File: src/rtl/spi_xfer_sequencer.sv
// spi_xfer_sequencer: system-clock sequencer for an SPI slave datapath (pin sync, sclk edge detect, per-byte strobes).
// Define SPI_CS_ABORT_EN to get a one-cycle abort pulse when chip select ends a transfer before completion.
module spi_xfer_sequencer #(
    parameter int WIDTH       = 8,
    parameter int SYNC_STAGES = 2
) (
    input  logic             clk,
    input  logic             reset_n,
    input  logic             cs_pin,
    input  logic             sclk_pin,
    input  logic             mosi_pin,
    input  logic [WIDTH-1:0] sr_pout,
    output logic             sr_sin,
    output logic             sr_shift_en,
    output logic             sr_load,
    output logic             addr_wren,
    output logic             dm_wren,
    output logic             miso_en,
    output logic             busy,
    output logic             xfer_done,
    output logic             abort
);
    localparam int CW = $clog2(WIDTH) + 1;
    localparam logic [CW-1:0] C_FULL = CW'(WIDTH);
    localparam logic [CW-1:0] C_ONE  = CW'(1);

    typedef enum logic [2:0] {
        S_IDLE, S_ADDR, S_DECODE, S_READ_LOAD, S_RD_SHIFT, S_WR_SHIFT, S_WR_COMMIT, S_DONE
    } state_t;

    state_t                 r_state;
    logic [CW-1:0]          r_cnt;
    logic [SYNC_STAGES-1:0] r_cs_sync, r_sclk_sync, r_mosi_sync;
    logic                   r_sclk_d, r_mosi_d;
    logic                   r_shift, r_load, r_awren, r_dwren, r_miso_en, r_done;
    logic                   w_cs_s, w_sclk_s, w_rise, w_fall, w_full;
    logic                   w_unused;

    always_ff @(posedge clk or negedge reset_n) begin
        if (!reset_n) begin
            r_cs_sync   <= '1;
            r_sclk_sync <= '1;
            r_mosi_sync <= '0;
            r_sclk_d    <= 1'b1;
            r_mosi_d    <= 1'b0;
        end else begin
            r_cs_sync   <= {r_cs_sync[SYNC_STAGES-2:0], cs_pin};
            r_sclk_sync <= {r_sclk_sync[SYNC_STAGES-2:0], sclk_pin};
            r_mosi_sync <= {r_mosi_sync[SYNC_STAGES-2:0], mosi_pin};
            r_sclk_d    <= w_sclk_s;
            r_mosi_d    <= r_mosi_sync[SYNC_STAGES-1];
        end
    end

    assign w_cs_s   = r_cs_sync[SYNC_STAGES-1];
    assign w_sclk_s = r_sclk_sync[SYNC_STAGES-1];
    assign w_rise   = w_sclk_s & ~r_sclk_d;
    assign w_fall   = ~w_sclk_s & r_sclk_d;
    assign w_full   = r_cnt == C_FULL;
    assign w_unused = ^sr_pout[WIDTH-1:1];

    // mosi gets the same extra stage as sclk so the shift samples the bit seen at the detected edge
    assign sr_sin      = r_mosi_d;
    assign sr_shift_en = r_shift;
    assign sr_load     = r_load;
    assign addr_wren   = r_awren;
    assign dm_wren     = r_dwren;
    assign miso_en     = r_miso_en;
    assign xfer_done   = r_done;
    assign busy        = r_state != S_IDLE;

`ifdef SPI_CS_ABORT_EN
    logic r_abort;
    assign abort = r_abort;
`else
    assign abort = 1'b0;
`endif

    // Strobes are registered with the transition into the state that owns them
    always_ff @(posedge clk or negedge reset_n) begin
        if (!reset_n) begin
            r_state   <= S_IDLE;
            r_cnt     <= '0;
            r_shift   <= 1'b0;
            r_load    <= 1'b0;
            r_awren   <= 1'b0;
            r_dwren   <= 1'b0;
            r_miso_en <= 1'b0;
            r_done    <= 1'b0;
`ifdef SPI_CS_ABORT_EN
            r_abort   <= 1'b0;
`endif
        end else begin
            r_shift <= 1'b0;
            r_load  <= 1'b0;
            r_awren <= 1'b0;
            r_dwren <= 1'b0;
            r_done  <= 1'b0;
`ifdef SPI_CS_ABORT_EN
            r_abort <= w_cs_s && r_state != S_IDLE && r_state != S_DONE;
`endif
            if (w_cs_s) begin
                r_state   <= S_IDLE;
                r_cnt     <= '0;
                r_miso_en <= 1'b0;
            end else begin
                case (r_state)
                    S_IDLE: begin
                        r_state <= S_ADDR;
                        r_cnt   <= '0;
                    end
                    S_ADDR: begin
                        if (w_full) begin
                            r_state <= S_DECODE;
                            r_cnt   <= '0;
                            r_awren <= 1'b1;
                        end else if (w_rise) begin
                            r_shift <= 1'b1;
                            r_cnt   <= r_cnt + C_ONE;
                        end
                    end
                    S_DECODE: begin
                        r_cnt <= '0;
                        if (sr_pout[0]) begin
                            r_state   <= S_READ_LOAD;
                            r_load    <= 1'b1;
                            r_miso_en <= 1'b1;
                        end else begin
                            r_state <= S_WR_SHIFT;
                        end
                    end
                    S_READ_LOAD: begin
                        r_state <= S_RD_SHIFT;
                        r_cnt   <= '0;
                    end
                    S_RD_SHIFT: begin
                        if (w_full) begin
                            r_state   <= S_DONE;
                            r_cnt     <= '0;
                            r_done    <= 1'b1;
                            r_miso_en <= 1'b0;
                        end else if (w_fall) begin
                            r_shift <= 1'b1;
                            r_cnt   <= r_cnt + C_ONE;
                        end
                    end
                    S_WR_SHIFT: begin
                        if (w_full) begin
                            r_state <= S_WR_COMMIT;
                            r_cnt   <= '0;
                            r_dwren <= 1'b1;
                        end else if (w_rise) begin
                            r_shift <= 1'b1;
                            r_cnt   <= r_cnt + C_ONE;
                        end
                    end
                    S_WR_COMMIT: begin
                        r_state <= S_DONE;
                        r_cnt   <= '0;
                        r_done  <= 1'b1;
                    end
                    S_DONE: r_state <= S_DONE;
                    default: begin
                        r_state <= S_IDLE;
                        r_cnt   <= '0;
                    end
                endcase
            end
        end
    end
endmodule

File: config.mk
export PLATFORM = sky130hd
export DESIGN_NAME = spi_xfer_sequencer
export DESIGN_NICKNAME = d
export VERILOG_FILES = /design/src/rtl/spi_xfer_sequencer.sv
export SDC_FILE = /design/constraint.sdc
export NUM_CORES = 1
export LEC_CHECK = 0
export CAP_MARGIN = 20
export CELL_PAD_IN_SITES_DETAIL_PLACEMENT = 0
export CELL_PAD_IN_SITES_GLOBAL_PLACEMENT = 1
export CORE_MARGIN = 2
export CORE_UTILIZATION = 25
export CTS_CLUSTER_DIAMETER = 50
export DETAILED_ROUTE_END_ITERATION = 10
export PLACE_DENSITY = 0.64
export SLEW_MARGIN = 15
export SYNTH_ARGS = -nofsm -noshare
export SYNTH_HDL_FRONTEND = slang
export SYNTH_SLANG_ARGS = --single-unit
File: constraint.sdc
create_clock -name clk -period 3.9 [get_ports clk]
set_input_delay 0.78 -clock clk [delete_from_list [all_inputs] [get_ports clk]]
set_output_delay 0.78 -clock clk [all_outputs]
set_load 0.05 [all_outputs]
==> impl_metrics.tcl, run 1 <==
set metrics [dict create \
    cpPeakStageDelay_ps 700 \
    drc 0 \
    numClockSinks 21 \
    startpoint_type "register" \
    r2r-end "r_cnt[3]" \
    yosys.area.top_type "dfrtp_1" \
    final_core_util_pct 32.12 \
    ff2ff_path_depth 6 \
    max_slew_margin_pct 41.05 \
    worst_slack_ps 1191 \
    setup_tns_ps 0 \
    holdWs_ps 358.0 \
    core_area_um2 3390 \
    ir_drop_uv 110.4 \
    cts.path.max_buffers 2 \
    status "finished, final reports clean" \
    ys.flop_type "dfrtp_1" \
    cap_violations 0 \
    whs_path_depth 0 \
    cts_resized 0 \
    drtPass1Iterations 4 \
    cts_made_buffers 3 \
    ys_seq_elements 21 \
    worst_pin_slew_ps 881.4 \
    max_freq_mhz 369.1 \
    grt_overflow 0 \
    placed_cells 135 \
    rows 21 \
    track_usage_pct 8.731 \
    synthTopCellsByCount "dfrtp_1, nand2_1, a21oi_1, dfstp_2" \
    critPathKind "reg2out" \
    die_h_um 63.91 \
    finalSetupViolations 0 \
    placed_area_um2 1062 \
    place_ws_ps 1518 \
    critPathCaptureType "output pin" \
    critPathRequiredTime_ps 3120 \
    port_buffers 13 \
    p_per_area_nw_per_um2 329.2 \
    p_leak_nw 0.4382 \
    fin_cells 139 \
    routedWlPerCell_um 11.24 \
    gp_congestion 0.7233 \
    yosysSeqAreaShare_pct 59.27 \
    min_to "sr_sin" \
    synth.distinct_cells 31 \
    grt_pass1_wl_mm 2.773 \
    slew_viol_final 0 \
    final_cell_area_um2 1089 \
    crit_chain "or3_1 > clkdlybuf4s50_1" \
    routed_via_density 4.511 \
    ioPinCount 22 \
    syn_area_per_cell_um2 11.08 \
    initial_utilization_pct 26.47 \
    num_antenna_cells 0 \
    hold_violations 0 \
    syn_inst 81 \
    min_from "r_mosi_sync[1]" \
    reg2reg_from "r_cnt[0]" \
    grt_max_degree 22 \
    tritoncts "done" \
    crit_arrival_ps 1930 \
    rsz0062_at_grt "no" \
    ctsHtreeMaxLevel 1 \
    period_needed_ps 2709 \
    async_flop_share_pct 100.0 \
    crit_family "buffers and inverters" \
    hpwl_mm 1.110 \
    clock_skew_ps 4.896 \
    synth_edf_count 0 \
    post_cts_buffers 0 \
    ctsHoldBuffers 0 \
    synth.top_cell.area_share_pct 44.63 \
    synthTopCellsByArea "dfrtp_1, dfstp_2, a21oi_1" \
    grt_pass1_vias 588 \
    area_delta_synth_final_pct 21.34 \
    fin_crit_sh_pct 69.46 \
    crit_buf_inv 1 \
    drive_above_1_share_pct 10.75 \
    cp_max_fo 11 \
    drt-total-wl_mm 1.562 \
    syn_nets 96 \
    rrSetupSlack_ps 1920 \
    yosysMostFrequentCell "dfrtp_1" \
    vias 627 \
    drt_iter0_drc 34 \
    ant_nets 0 \
    netlist_area_um2 897.1 \
    nets 109 \
    cts.clk_slew.worst_paths_ps 100 \
    cts_root_buf "clkbuf_4" \
    clk_latency_ps 290 \
    yosys_warnings 0 \
    dieArea_um2 4084 \
    antenna_found_initial 0 \
    power_uw 358.4 \
    slowest_stage "clkdlybuf4s50_1" \
    hold_class "reg2reg" \
    die_width_um 63.91 \
]
-- kinds of logic after synthesis --
logic type / count (synthesis) / synth area share (%)
buffers and inverters: 10 / 4.601
AO/OA/AOI/OAI: 19 / 14.78
AND/OR/NAND/NOR: 27 / 17.01
multiplexers: 1 / 1.116
other: 1 / 0.4180
adder cells (fa/ha/maj): 2 / 2.789
flip-flops: 21 / 59.27
-- sequential cells by signal, summed over array words and instances, names as in the netlist --
signal	cells
sr_shift_en	1
r_sclk_sync	2
dm_wren	1
r_sclk_d	1
xfer_done	1
r_state	3
addr_wren	1
r_cnt	4
sr_sin	1
r_cs_sync	2
miso_en	1
r_mosi_sync	2
sr_load	1
-- report_power, final --
part,internal [mW],switching (mW)
combinational,0.0114,0.0176
clock,0.0398,0.0578
sequential,0.226,0.00631
-- area by class of cell --
class | instances | area, µm²
multi-input cells | 50 | 324.1
fillers | 342 | 2301
well taps | 46 | 57.56
flip-flops and latches | 21 | 531.8
repair buffers | 13 | 130.1
clock buffers | 4 | 26.28
inverters | 5 | 18.77
-- how the worst max path moves through the flow --
stage                from  endpoint  slack [ps]  depth (start not counted)
2_1_floorplan  r_state[2]      busy        1970                          2
3_3_place_gp   r_state[2]      busy        1520                          2
3_5_place_dp   r_state[2]      busy        1520                          2
4_1_cts        r_state[2]      busy        1170                          2
5_1_grt        r_state[1]      busy        1110                          2
6_report       r_state[2]      busy        1190                          2
-- placed cells by master, fill, tap and decap left out, drive strengths merged, types with 3 or more instances in the layout --
cell type / instances
clkdlybuf4s50: 13
nand2: 6
clkbuf: 4
dfstp: 5
dfrtp: 16
nand2b: 4
nand3: 3
nor4: 3
a21oi: 5
inv: 5
o21ai: 3
nor2: 3
-- routing by layer --
metal | up-vias | global-route usage [%] | wire [µm]
met5 | - | 0 | 0
met4 | 0 | 3.261 | 22
met3 | 2 | 3.345 | 89
met2 | 17 | 13.93 | 731
met1 | 297 | 10.62 | 718
li1 | 311 | - | -
(Power assumes the default switching activity.)
==> run 2: changes to the inputs <==
--- a/config.mk
+++ b/config.mk
@@ -12,7 +12,7 @@
 export CORE_UTILIZATION = 25
 export CTS_CLUSTER_DIAMETER = 50
 export DETAILED_ROUTE_END_ITERATION = 10
-export PLACE_DENSITY = 0.64
+export PLACE_DENSITY = 0.66
 export SLEW_MARGIN = 15
 export SYNTH_ARGS = -nofsm -noshare
 export SYNTH_HDL_FRONTEND = slang
==> constraint.sdc (replaced) <==
create_clock -name clk -period 2.45 [get_ports clk]
set_input_delay 0.49 -clock clk [delete_from_list [all_inputs] [get_ports clk]]
set_output_delay 0.49 -clock clk [all_outputs]
set_load 0.05 [all_outputs]
==> run 2 against run 1 <==
Net effect: global-route usage up 0.060 points; flip-flop and latch count is the same; register-to-register slack lost 1400 ps; core utilization is 0.92 points higher; first-iteration DRC count decreased by 8.8%; worst setup slack got worse by 990 ps; non-clock buffer count rose by 4; die area unchanged; clock-buffer cell count decreased by 1; clock power grew 64%; sequential share of layout area is 1.4 points lower; sequential power grew 58%; largest cell class unchanged.
==> impl_metrics.tcl, run 2 (same netlist as run 1, synthesis figures left out) <==
set metrics [dict create \
    seq_area_um2 531.8 \
    final_cell_mix "dfrtp_1, clkdlybuf4s50_1, nand2_1" \
    cts_made_buffers 3 \
    min_from "r_mosi_sync[0]" \
    max_slew_margin_pct 61.62 \
    setup_tns_ps 0 \
    fin_crit_sh_pct 91.61 \
    fin_cells 143 \
    drive_above_1_share_pct 15.46 \
    nets 113 \
    ir_drop_uv 292.1 \
    core_area_um2 3390 \
    antenna_found_initial 0 \
    final_common_cell "dfrtp_1" \
    status "finished, final reports clean" \
    ant_nets 0 \
    period_needed_ps 2244 \
    die_width_um 63.91 \
    critPathRequiredTime_ps 1960 \
    track_usage_pct 8.792 \
    p_leak_nw 0.4615 \
    initial_utilization_pct 26.47 \
    drc 0 \
    die_h_um 63.91 \
    area_delta_synth_final_pct 24.83 \
    vias 656 \
    post_cts_buffers 0 \
    numClockSinks 21 \
    rows 21 \
    p_clk_share_pct 27.8 \
    dieArea_um2 4084 \
    hpwl_mm 1.117 \
    cts.clk_slew.worst_paths_ps 110 \
    p_sw_uw 138.0 \
    fillers 344 \
    cp_max_fo 2 \
    hold_violations 0 \
    rrSetupSlack_ps 510 \
    clk_latency_ps 300 \
    num_antenna_cells 0 \
    crit_arrival_ps 1750 \
    gp_congestion 0.7814 \
    slew_viol_final 0 \
    combPwrFrac_pct 8.9 \
    p_sw_share_pct 23.88 \
    routed_via_density 4.587 \
    critPathCaptureType "output pin" \
    worst_pin_slew_ps 573.9 \
    cts_root_buf "clkbuf_4" \
    grt_pass1_vias 589 \
    cts.path.max_buffers 2 \
    port_buffers 13 \
    ff2ff_path_depth 6 \
    finalSetupViolations 0 \
    grt_pass1_wl_mm 2.711 \
    seqPwrFrac_pct 63.3 \
    tritoncts "done" \
    grt_max_degree 14 \
    cts_resized 0 \
    ctsHtreeMaxLevel 1 \
    drt_iter0_drc 31 \
    whs_path_depth 0 \
    ctsHoldBuffers 0 \
    reg2reg_from "r_cnt[0]" \
    routedWlPerCell_um 10.80 \
    drt-total-wl_mm 1.545 \
    largest_register_ffs 4 \
    top_register "r_cnt" \
    cap_violations 0 \
    ioPinCount 22 \
    placed_cells 139 \
    multi_input_area_um2 324.1 \
    r2r-end "r_cnt[1]" \
    p_per_area_nw_per_um2 516.3 \
    critPathKind "reg2out" \
    internal_power_uw 440.1 \
    min_to "r_mosi_sync[1]" \
    drtPass1Iterations 4 \
    rsz0062_at_grt "no" \
    reg_top3 "r_cnt x4, r_state x3" \
    clock_skew_ps 0.6928 \
    max_freq_mhz 445.6 \
    grt_overflow 0 \
    startpoint_type "register" \
    hold_class "reg2reg" \
]
-- run 2: changes by cell type in the layout (fill, tap and decap cells not counted), sizes merged --
cell / delta
buf: +4
clkbuf: -1
clkinv: +1
-- run 2: power by group through the flow --
stage | clock [mW] | sequential [mW] | combinational, mW
6_report | 0.160 | 0.366 | 0.0516
3_5_place_dp | 0 | 0.373 | 0.0522
3_3_place_gp | 0 | 0.372 | 0.0517
4_1_cts | 0.169 | 0.366 | 0.0524
5_1_grt | 0.191 | 0.368 | 0.0571
2_1_floorplan | 0 | 0.374 | 0.0254
-- run 2: cell type report --
class / count / share of cell area, %
clock buffer: 3 / 2.011
sequential: 21 / 47.49
clock inverter: 1 / 0.4469
timing repair buffer: 17 / 14.30
tap: 46 / 5.140
multi-input combinational: 50 / 28.94
inverter: 5 / 1.676
-- run 2: worst max-delay path, cell delays in order, from the launching register on --
cell             delay [ps]
dfrtp_1                 390
or3_1                   360
clkdlybuf4s50_1         700
-- run 2: how the worst max path moves through the flow --
stage | startpoint | to | slack, ps | cells past startpoint
final | r_state[2] | busy | 210 | 2
after global routing | r_state[2] | busy | 120 | 2
after CTS | r_state[2] | busy | 190 | 2
after detailed placement | r_cnt[0] | r_cnt[3] | 520 | 6
after global placement | r_cnt[0] | r_cnt[1] | 520 | 6
after floorplan | r_cnt[0] | r_cnt[1] | 680 | 6
-- run 2: layer usage --
layer	track usage, %	wire length (µm)	part of all wire, %	up-vias
li1	-	-	-	315
met4	3.261	21	1.4	0
met3	3.697	79	5.1	5
met5	0	0	0	-
met2	13.15	695	45	15
met1	11.26	748	48	321
-- run 2: per-stage QoR --
step / hold WS, ps / utilization [%] / cell area, µm² / power, mW / worst slack [ps]
after floorplan: 194.4 / - / 897.1 / 0.3998 / 682.1
after global placement: 333.5 / 32.23 / 1092 / 0.4238 / 519.6
after detailed placement: 337.0 / 32.23 / 1092 / 0.4247 / 521.2
after CTS: 364.4 / 33.04 / 1120 / 0.5875 / 189.4
after global routing: 367.6 / 33.04 / 1120 / 0.6153 / 121.8
final: 360.8 / 33.04 / 1120 / 0.5782 / 205.7
